<file path="src/rtl/mem_access_unit.sv">
// mem_access_unit: load/store controller between the pipeline MEM stage and a
// word-wide data memory. Sub-word loads are extracted and extended, sub-word
// stores are done as read-modify-write. Optional macro MISALIGN_TRAP_EN turns
// misaligned halfword/word accesses and the reserved size into faults that
// complete immediately with resp_err = 1.
module mem_access_unit #(
  parameter int ADDR_W = 10
) (
  input  logic        clk,
  input  logic        rst_n,
  input  logic        req_valid,
  output logic        req_ready,
  input  logic        req_we,
  input  logic [1:0]  req_size,
  input  logic        req_unsigned,
  input  logic [31:0] req_addr,
  input  logic [31:0] req_wdata,
  output logic        resp_valid,
  input  logic        resp_ready,
  output logic [31:0] resp_rdata,
  output logic        resp_err,
  output logic [31:0] mem_address,
  output logic [31:0] mem_write_data,
  output logic        mem_write,
  output logic        mem_read,
  input  logic [31:0] mem_read_data
);

  typedef enum logic [2:0] {IDLE, RD, RMW_RD, WR, RESP} state_t;

  state_t      state_reg, state_next;
  logic [1:0]  lane_reg;
  logic [1:0]  size_reg;
  logic        unsigned_reg;
  logic [31:0] wdata_reg;
  logic [31:0] mem_address_reg;
  logic [31:0] mem_write_data_reg;
  logic [31:0] resp_rdata_reg;
  logic        resp_err_reg;

  logic        fault;
  logic [31:0] byte_shifted;
  logic [15:0] load_half;
  logic [31:0] load_ext;
  logic [31:0] byte_mask;
  logic [31:0] merged_word;

  // Address bits above the memory's reach are deliberately dropped.
  logic unused_addr_bits;
  assign unused_addr_bits = ^req_addr[31:ADDR_W+2];

`ifdef MISALIGN_TRAP_EN
  // Misaligned halfword/word or the reserved size faults at accept time.
  always_comb begin
    fault = (req_size == 2'b11) ||
            (req_size == 2'b01 && req_addr[0]) ||
            (req_size == 2'b10 && req_addr[1:0] != 2'b00);
  end
`else
  assign fault = 1'b0;
`endif

  // Lane extraction/extension for loads and lane merge for sub-word stores.
  always_comb begin
    byte_shifted = mem_read_data >> {lane_reg, 3'b000};
    load_half    = lane_reg[1] ? mem_read_data[31:16] : mem_read_data[15:0];
    case (size_reg)
      2'b00:   load_ext = {{24{~unsigned_reg & byte_shifted[7]}}, byte_shifted[7:0]};
      2'b01:   load_ext = {{16{~unsigned_reg & load_half[15]}}, load_half};
      default: load_ext = mem_read_data;
    endcase
    byte_mask = 32'h0000_00FF << {lane_reg, 3'b000};
    if (size_reg == 2'b00) begin
      merged_word = (mem_read_data & ~byte_mask) |
                    ({24'h0, wdata_reg[7:0]} << {lane_reg, 3'b000});
    end else if (lane_reg[1]) begin
      merged_word = {wdata_reg[15:0], mem_read_data[15:0]};
    end else begin
      merged_word = {mem_read_data[31:16], wdata_reg[15:0]};
    end
  end

  // State register.
  always_ff @(posedge clk) begin
    if (!rst_n) state_reg <= IDLE;
    else        state_reg <= state_next;
  end

  // Next-state selection.
  always_comb begin
    state_next = state_reg;
    case (state_reg)
      IDLE: begin
        if (req_valid) begin
          if (fault)                 state_next = RESP;
          else if (!req_we)          state_next = RD;
          else if (req_size[1] == 1'b0) state_next = RMW_RD;
          else                       state_next = WR;
        end
      end
      RD:      state_next = RESP;
      RMW_RD:  state_next = WR;
      WR:      state_next = RESP;
      RESP:    if (resp_ready) state_next = IDLE;
      default: state_next = IDLE;
    endcase
  end

  // Request latch at accept, load result capture and merged-word capture.
  always_ff @(posedge clk) begin
    if (!rst_n) begin
      lane_reg           <= 2'b00;
      size_reg           <= 2'b00;
      unsigned_reg       <= 1'b0;
      wdata_reg          <= 32'h0;
      mem_address_reg    <= 32'h0;
      mem_write_data_reg <= 32'h0;
      resp_rdata_reg     <= 32'h0;
      resp_err_reg       <= 1'b0;
    end else begin
      case (state_reg)
        IDLE: begin
          if (req_valid) begin
            lane_reg           <= req_addr[1:0];
            size_reg           <= req_size;
            unsigned_reg       <= req_unsigned;
            wdata_reg          <= req_wdata;
            mem_address_reg    <= {{(32-ADDR_W){1'b0}}, req_addr[ADDR_W+1:2]};
            mem_write_data_reg <= (req_we && req_size[1]) ? req_wdata : 32'h0;
            resp_rdata_reg     <= 32'h0;
            resp_err_reg       <= fault;
          end
        end
        RD:      resp_rdata_reg     <= load_ext;
        RMW_RD:  mem_write_data_reg <= merged_word;
        default: ;
      endcase
    end
  end

  assign req_ready      = (state_reg == IDLE);
  assign resp_valid     = (state_reg == RESP);
  assign mem_read       = (state_reg == RD) || (state_reg == RMW_RD);
  assign mem_write      = (state_reg == WR);
  assign mem_address    = mem_address_reg;
  assign mem_write_data = mem_write_data_reg;
  assign resp_rdata     = resp_rdata_reg;
  assign resp_err       = resp_err_reg;

endmodule

</file>
<file path="config.mk">
export PLATFORM = sky130hd
export DESIGN_NAME = mem_access_unit
export DESIGN_NICKNAME = d
export VERILOG_FILES = /design/src/rtl/mem_access_unit.sv
export SDC_FILE = /design/constraint.sdc
export NUM_CORES = 1
export LEC_CHECK = 0
export ABC_AREA = 1
export CORE_MARGIN = 2
export CORE_UTILIZATION = 45
export CTS_CLUSTER_SIZE = 30
export DETAILED_ROUTE_END_ITERATION = 8
export PLACE_DENSITY = 0.86
export REMOVE_ABC_BUFFERS = 1
export SLEW_MARGIN = 30
export SYNTH_ARGS = -nofsm -noshare
export SYNTH_HDL_FRONTEND = slang
export SYNTH_SLANG_ARGS = --single-unit
</file>
<file path="constraint.sdc">
create_clock -name clk -period 1.9 [get_ports clk]
set_input_delay 0.38 -clock clk [delete_from_list [all_inputs] [get_ports clk]]
set_output_delay 0.38 -clock clk [all_outputs]
set_load 0.02 [all_outputs]
</file>
* Word-level counts from Yosys, hierarchy flattened
Index checks and enable logic that the tools add are counted.
** Storage, ports and cells
- Output and inout port bits :: 101
- Bits in read-only memories :: 0
- Memories :: 0
- Word-level logic and storage cells :: 49
- Input bits :: 104
- Bits in writable memories :: 0
- Register bits after elaboration :: 98
- Bits in latches :: 0
** Cells by class
- Equal/unequal tests :: 7
- Bitwise logic cells :: 6
- Reductions and logical operators :: 11
- $lt $le $gt $ge :: 0
- Shift-type cells :: 3
- Divide/modulo/power cells :: 0
- $add $sub $neg :: 0
- $mul :: 0
- Muxes and demuxes :: 14
** Operator list (number)
- 32-bit case mux with 2 select lines :: 3
- 32-bit 2-to-1 mux :: 5
- 32-bit bitwise AND :: 1
- 32-bit NOT :: 1
- 32-bit bitwise OR :: 1
- 8-bit by 5-bit << shifter with 32-bit output :: 1
- 8-bit by 5-bit << shifter with 32-bit output, first input constant :: 1
- 32-bit by 5-bit right shift with 8-bit output :: 1
- 16-bit 2-to-1 mux :: 1
- 3-bit case mux with 4 select lines :: 1
- 2-bit AND reduction :: 4
- 3-bit by 2-bit == test with 1-bit output, second input constant :: 2
- 3-bit 2-to-1 mux :: 2
- 2-bit nonzero test :: 2
- 3-bit by 1-bit == test with 1-bit output, second input constant :: 1
- 3-bit == test, second input constant :: 1
- 3-bit zero test :: 1
- 1-bit bitwise AND :: 2
- 2-bit by 1-bit == test with 1-bit output, second input constant :: 1
- 2-bit zero test :: 1
- 2-bit 2-to-1 mux :: 1
- 2-bit by 1-bit != test with 1-bit output, second input constant :: 1
- 2-bit != test, second input constant :: 1
- 2-bit OR reduction :: 1
- 4 further kinds :: 4

* Depth between registers and ports, before layout
Gate-level depths: netlist of run 1.
- Depth in word-level cells :: 6
- Depth in mapped cells :: 11
- Depth with buffers taken out :: 9

* Worst setup path before layout of run 1
OpenSTA, ideal clock, no wires.
- Path type :: reg2out
- Start :: register state_reg[0]
- End :: output port mem_read
- Slack :: 0.411 ns
- Path buffers :: 2
- Data arrival time :: 1.109 ns
- Required time :: 1.520 ns
- Cell stages (with the launch flop) :: 7
- Cells stage by stage :: dfxtp_1 nand2_1 nor2_2 buf_6 inv_2 buf_2 nand2_1
** On the way
- Cells in the longest elaborated chain, start to end :: 2
- Elaborated cells between the ends (all ways) :: 3
- Classes of those cells :: 2 x eq/ne; 1 x reduce/logical
** RTL lines
- from (decl) :: RTL line 31 : state_t state_reg, state_next;
- from (signal assigned) :: RTL line 86 : else state_reg <= state_next;
- 3-bit by 1-bit == test with 1-bit output or 3-bit by 2-bit == test with 1-bit output (tied branches) :: RTL line 143 : assign mem_read = (state_reg == RD) || (state_reg == RMW_RD);
- 1-bit logical OR (*) :: RTL line 143
- to (decl) :: RTL line 25 : output logic mem_read,
Mark *: on every way between the ends. The rest lies on a longest branch, timed or not.

* Final worst setup path of run 1
- Start :: register lane_reg[1]
- End :: register mem_write_data_reg[3], in the netlist mem_write_data[3]
** On the way
- Cells in the longest elaborated chain, start to end :: 6
- Elaborated cells between the ends (all ways) :: 8
- Classes of those cells :: 2 x shift; 3 x mux; 3 x bitwise
** RTL lines
- from (decl) :: RTL line 32 : logic [1:0] lane_reg;
- from (signal assigned) :: RTL line 124 : lane_reg <= req_addr[1:0];
- 8-bit by 5-bit << shifter with 32-bit output :: RTL line 72 : byte_mask = 32'h0000_00FF << {lane_reg, 3'b000};
- 32-bit NOT :: RTL line 74 : merged_word = (mem_read_data & ~byte_mask) |
- 32-bit bitwise AND :: RTL line 74
- 32-bit bitwise OR :: RTL line 74
- 32-bit 2-to-1 mux (*) :: RTL line 73 : if (size_reg == 2'b00) begin
- 32-bit case mux with 2 select lines (*) :: RTL line 121 : case (state_reg)
- to (signal assigned) :: RTL line 129 : mem_write_data_reg <= (req_we && req_size[1]) ? req_wdata : 32'h0;
- to (signal assigned) :: RTL line 135 : RMW_RD: mem_write_data_reg <= merged_word;
- to (decl) :: RTL line 37 : logic [31:0] mem_write_data_reg;
Marks and branches as above.
A chain may end at the register's enable or synchronous reset.

==> impl_metrics.ini, run 1 <==
[outcome]
status = completed

[worst_setup_path]
critPathCaptureType = flop
worstSetupPathType = reg2reg
r2r_cells = 5
critPathLaunchType = flop
r2r_slack_ns = 0.10
cp_max_fo = 16
worstPathRequired_ns = 2.18
timing.rr.start = lane_reg[1]$_SDFFE_PN0P_
rr_endpoint = mem_write_data[3]$_SDFFE_PN0P_
worstPathArrival_ns = 2.07

[layout]
final_cell_mix = clkdlybuf4s50_1 (156), nand2_1 (142), a21oi_1 (140)
antennaDiodeCount = 0
fin_area_um2 = 7490
final_common_cell = clkdlybuf4s50_1
layout.nets = 1061
fin_util_pct = 62.4
n_fill_cell = 1090
drive_above_1_share_pct = 9.46
area_delta_synth_final_pct = 34.7

[pwr]
power.leakage_nw = 2.95
switching_share_pct = 37.9
p_clk_share_pct = 25.5
power.share.sequential_pct = 34.3
ir_drop_mv = 0.511
p_per_area_nw_per_um2 = 986
internal-power_mw = 4.58
comb_power_share_pct = 40.3
p_switching_mw = 2.80
power.total_mw = 7.38

[floorplan]
die_h_um = 115
die_x_um = 115
die_area_um2 = 13300
std_cell_rows = 40
initial_core_util_pct = 46.3
core_area_um2 = 12000
ios = 205

[cts]
clock-sinks = 98
holdBufCountCts = 0
clk_latency_ns = 0.35
cts_tree = built
clk_path_buf_depth = 2
numCtsBuffers = 9
clockRootBuffer = clkbuf_16
clk_pin_slew_worst_paths_ns = 0.07
cts_max_level = 3

[timing]
hold_viol = 0
slew_viol_final = 0
timing.fmax_mhz = 556
rsz0062_at_grt = no
finalCritPeriodShare_pct = 94.7
slew-limit-headroom_pct = 38.9
setup_viol = 0
fin_crit_ns = 1.80
tightest_slew_ns = 0.913
skew_ns = 0.00880

[place]
placed_area_um2 = 7190
post-dp-hpwl_mm = 12.5
gp_congestion = 0.947
portBuffers = 161

[min_path]
hold_path_end = resp_rdata[4]$_SDFFE_PN0P_
hold_start = resp_rdata[4]$_SDFFE_PN0P_
worstHoldPathCells = 2
hold_class = reg2reg

[synth]
async_flop_share_pct = 0
synth_cell_types = 30
synth_seq_cells = 98
ys_warn_count = 0
ys.flop_type = dfxtp_1
synth_enable_flop_cells = 0
ys_seq_area_share_pct = 35.3
netlist_instances = 820
synthesis.area_um2 = 5560
postSynthAreaPerCell_um2 = 6.78

[global_route]
grt_pass1_vias = 5673
grt_antenna_before_repair = 0
met3_usage_pct = 4.90
grt_max_degree = 41
busiest_layer = met2
grtUsageTotal_pct = 26.4
globalRouteOverflowTotal = 0
met2_usage_pct = 41.3
grtUsageMet1_pct = 35.4
grt_first_pass_wirelength_mm = 27.8

[drt]
dr.first_iter.drc_count = 669
ant_nets = 0
drt-vias-per-instance = 5.56
firstDrtPassIters = 5
wl_mm = 17.7
wl_per_cell_um = 16.0
vias = 6161
drc = 0

[flow_run]
cap_violations = 0
worst max-delay path, stage by stage, from the launching register on:
cell and delay [ns]:
dfxtp_2 0.40, nor2_1 0.73, a21oi_1 0.13, o21ai_0 0.12
nand3_1 0.14, a21oi_1 0.20
synthesized netlist by cell type (2+ instances only):
master	count	share of area, %
o21ai_1	2	0.18
inv_1	54	3.6
inv_2	7	0.47
nor2_4	2	0.41
o21ai_0	123	11
nand2_2	15	1.7
nand3_1	46	4.1
buf_2	26	2.3
buf_1	2	0.14
o22ai_1	7	0.79
buf_4	26	3.5
nor3_1	3	0.27
nor2_2	4	0.45
o211ai_1	17	2.3
buf_6	5	1.0
a31oi_1	27	3.0
a21oi_2	10	1.6
a21oi_1	140	13
nor2_1	30	2.0
clkbuf_1	25	1.7
nand2_1	142	9.6
nand2_4	2	0.41
dfxtp_1	98	35
worst max-delay path by stage:
stage | depth (start not counted) | end | startpoint | slack [ns]
floorplan | 9 | resp_rdata[16]$_SDFFE_PN0P_ | lane_reg[1]$_SDFFE_PN0P_ | -0.74
global placement | 9 | resp_rdata[16]$_SDFFE_PN0P_ | mem_read_data[31] | 0.10
detailed placement | 9 | resp_rdata[31]$_SDFFE_PN0P_ | mem_read_data[31] | 0.07
CTS | 5 | mem_read | state_reg[0]$_SDFFE_PN0P_ | 0.03
global route | 5 | mem_write_data[3]$_SDFFE_PN0P_ | lane_reg[1]$_SDFFE_PN0P_ | 0.03
finish | 5 | mem_write_data[3]$_SDFFE_PN0P_ | lane_reg[1]$_SDFFE_PN0P_ | 0.10
power by group through the flow:
stage               Clock, mW  Combinational [mW]  Sequential, mW
CTS                      1.90                2.95            2.53
global placement            0                2.89            2.56
detailed placement          0                2.94            2.57
floorplan                   0                1.36            2.87
global route             1.98                3.24            2.56
finish                   1.88                2.97            2.53
routing by layer:
layer	vias up	part of all wire [%]
met2	294	45
met5	-	0
met3	36	8.3
met4	0	3.1
met1	2803	44
li1	3028	-
cells by family (layout without fill, tap and decap cells):
group	count (synthesis)	count (layout)	share of synthesized area (%)
other	1	23	0.0675
AO/OA/AOI/OAI	326	326	31.6
buffers and inverters	149	269	13.4
flip-flops	98	98	35.3
AND/OR/NAND/NOR	246	246	19.6
timing repair:
item                                    in CTS  in global routing
gates resized for setup                      4                  2
pin swaps                                    0                  0
buffers inserted                             0                  0
endpoints found under the setup margin       4                  1
stage by stage:
step,instances,setup TNS [ns],hold slack (ns),setup slack [ns]
3_5_place_dp,1093,0,0.455,0.0673
5_1_grt,1109,0,0.477,0.0276
3_3_place_gp,1093,0,0.451,0.105
2_1_floorplan,756,-39.54,0.438,-0.742
6_report,1109,0,0.462,0.101
4_1_cts,1109,0,0.466,0.0350
layout make-up:
class / instances / area (um2) / share of cell area [%]
sequential: 98 / 1960 / 26.2
clock buffer: 10 / 239 / 3.19
tap: 147 / 184 / 2.46
timing repair buffer: 190 / 1870 / 24.9
inverter: 63 / 239 / 3.19
clock inverter: 6 / 66.3 / 0.885
multi-input combinational: 595 / 2930 / 39.2
(Power assumes the default switching activity.)
==> run 2, diff against run 1 <==
Settings changed: CORE_UTILIZATION 45 to 41, PLACE_DENSITY 0.86 to 0.83.
Clock period 1.9 ns to 1.65 ns, I/O delays scaled along.
==> run 2 against run 1 <==
  * Via count grew 0.96%
  * Highest routed layer unchanged
  * Sequential power increased by 15%
  * Sequential share of layout area decreased by 1.1 points
  * Largest power group unchanged
  * Clock power up 16%
==> impl_metrics.ini, run 2 (synthesis gave the netlist of run 1 again) <==
[pwr]
internal-power_mw = 5.40
power.share.sequential_pct = 33.7
p_per_area_nw_per_um2 = 1100
p_clk_share_pct = 25.3
switching_share_pct = 37.5
power.leakage_nw = 3.76
ir_drop_mv = 0.519
comb_power_share_pct = 41.0
p_switching_mw = 3.24

[drt]
dr.first_iter.drc_count = 667
vias = 6220
drc = 0
wl_mm = 18.1
wl_per_cell_um = 15.6
ant_nets = 0
drt-vias-per-instance = 5.38
firstDrtPassIters = 5

[flow_run]
cap_violations = 0

[cts]
cts_max_level = 3
clock-sinks = 98
cts_tree = built
clk_latency_ns = 0.35
clockRootBuffer = clkbuf_16
numCtsBuffers = 9
clk_pin_slew_worst_paths_ns = 0.07
clk_path_buf_depth = 2
holdBufCountCts = 0

[worst_setup_path]
crit_path_max_incr_delay_ns = 0.61
cp_cell_sequence = clkdlybuf4s50_1
critPathBufInv = 1
cp_max_fo = 2
worstPathRequired_ns = 1.32
worstPathArrival_ns = 1.30
critPathCaptureType = output pin
r2r_slack_ns = 0.07
r2r_cells = 7
rr_endpoint = resp_rdata[0]$_SDFFE_PN0P_
crit_family = buffers and inverters
slowest_stage = clkdlybuf4s50_1
critPathLaunchType = flop
timing.rr.start = lane_reg[1]$_SDFFE_PN0P_
worstSetupPathType = reg2out

[layout]
final_cell_mix = nand2_1 (141), a21oi_1 (140), o21ai_0 (121)
drive_above_1_share_pct = 12.0
n_fill_cell = 1194
instances_no_fill = 1157
area_delta_synth_final_pct = 41.0
layout.nets = 1080
final_common_cell = nand2_1
antennaDiodeCount = 0
fin_area_um2 = 7840

[timing]
timing.fmax_mhz = 612
finalSetupTns_ns = 0
rsz0062_at_grt = no
slew-limit-headroom_pct = 62.0
hold_viol = 0
skew_ns = 0.00382
setup_viol = 0
finalCritPeriodShare_pct = 99.0
whs_ns = 0.380
slew_viol_final = 0
fin_crit_ns = 1.63
tightest_slew_ns = 0.569

[place]
portBuffers = 161
gp_congestion = 0.900
dp_cells = 1137
post-dp-hpwl_mm = 12.7
placed_area_um2 = 7380

[floorplan]
die_area_um2 = 14500
die_h_um = 120
die_x_um = 120
ios = 205
core_area_um2 = 13200
std_cell_rows = 42
initial_core_util_pct = 42.0

[min_path]
hold_start = rst_n
hold_class = in2reg
hold_path_end = mem_write_data[21]$_SDFFE_PN0P_
worstHoldPathCells = 3

[global_route]
grt_pass1_vias = 5471
grt_first_pass_wirelength_mm = 27.8
globalRouteOverflowTotal = 0
grtUsageTotal_pct = 23.8
grt_max_degree = 44
grt_antenna_before_repair = 0

[outcome]
status = completed
[run 2: power groups by stage]
stage                     clock network, mW  logic, mW  registers [mW]
after floorplan                           0       1.57            3.30
after global placement                    0       3.41            2.94
after detailed placement                  0       3.48            2.95
after CTS                              2.20       3.50            2.91
after global routing                   2.30       3.87            2.94
final                                  2.18       3.55            2.91
[run 2: worst max path at each step]
stage / from / end / slack [ns] / depth (start not counted)
floorplan: lane_reg[1]$_SDFFE_PN0P_ / resp_rdata[16]$_SDFFE_PN0P_ / -0.99 / 9
global placement: req_valid / resp_rdata[22]$_SDFFE_PN0P_ / -0.49 / 6
detailed placement: req_valid / wdata_reg[4]$_SDFFE_PN0P_ / -0.26 / 8
CTS: state_reg[2]$_SDFFE_PN0P_ / resp_rdata[25]$_SDFFE_PN0P_ / -0.04 / 7
global route: state_reg[2]$_SDFFE_PN0P_ / wdata_reg[4]$_SDFFE_PN0P_ / 0.0008 / 8
finish: mem_write_data[27]$_SDFFE_PN0P_ / mem_write_data[27] / 0.02 / 1
[run 2: metrics by stage]
step | utilization (%) | setup WS [ns] | total power, mW
after detailed placement | 55.8 | -0.263 | 6.43
after global placement | 55.7 | -0.490 | 6.36
after CTS | 58.1 | -0.0394 | 8.61
final | 59.2 | 0.0167 | 8.64
after global routing | 59.2 | 0.000815 | 9.11
after floorplan | - | -0.992 | 4.87
[run 2: layout make-up]
| cell class | count | area [um2] | area share [%] |
|---|---|---|---|
| multi-input cells | 596 | 2960 | 37.8 |
| repair buffers | 208 | 2140 | 27.3 |
| flip-flops and latches | 98 | 1970 | 25.1 |
| clock buffers | 12 | 256 | 3.27 |
| inverters | 63 | 239 | 3.05 |
| well taps | 176 | 220 | 2.81 |
| clock inverters | 4 | 50.0 | 0.638 |
[run 2: per-layer routing]
layer	wire, um	track usage [%]
met1	8080	33.7
met2	8180	36.7
met3	1540	4.67
met4	315	6.98
met5	0	0
[run 2: repair_timing]
item	4_1_cts	5_1_grt
endpoints found under the hold margin	0	0
pin swaps	3	3
buffers inserted	1	2
gates cloned	0	1
gates resized for setup	29	48
endpoints found under the setup margin	12	93
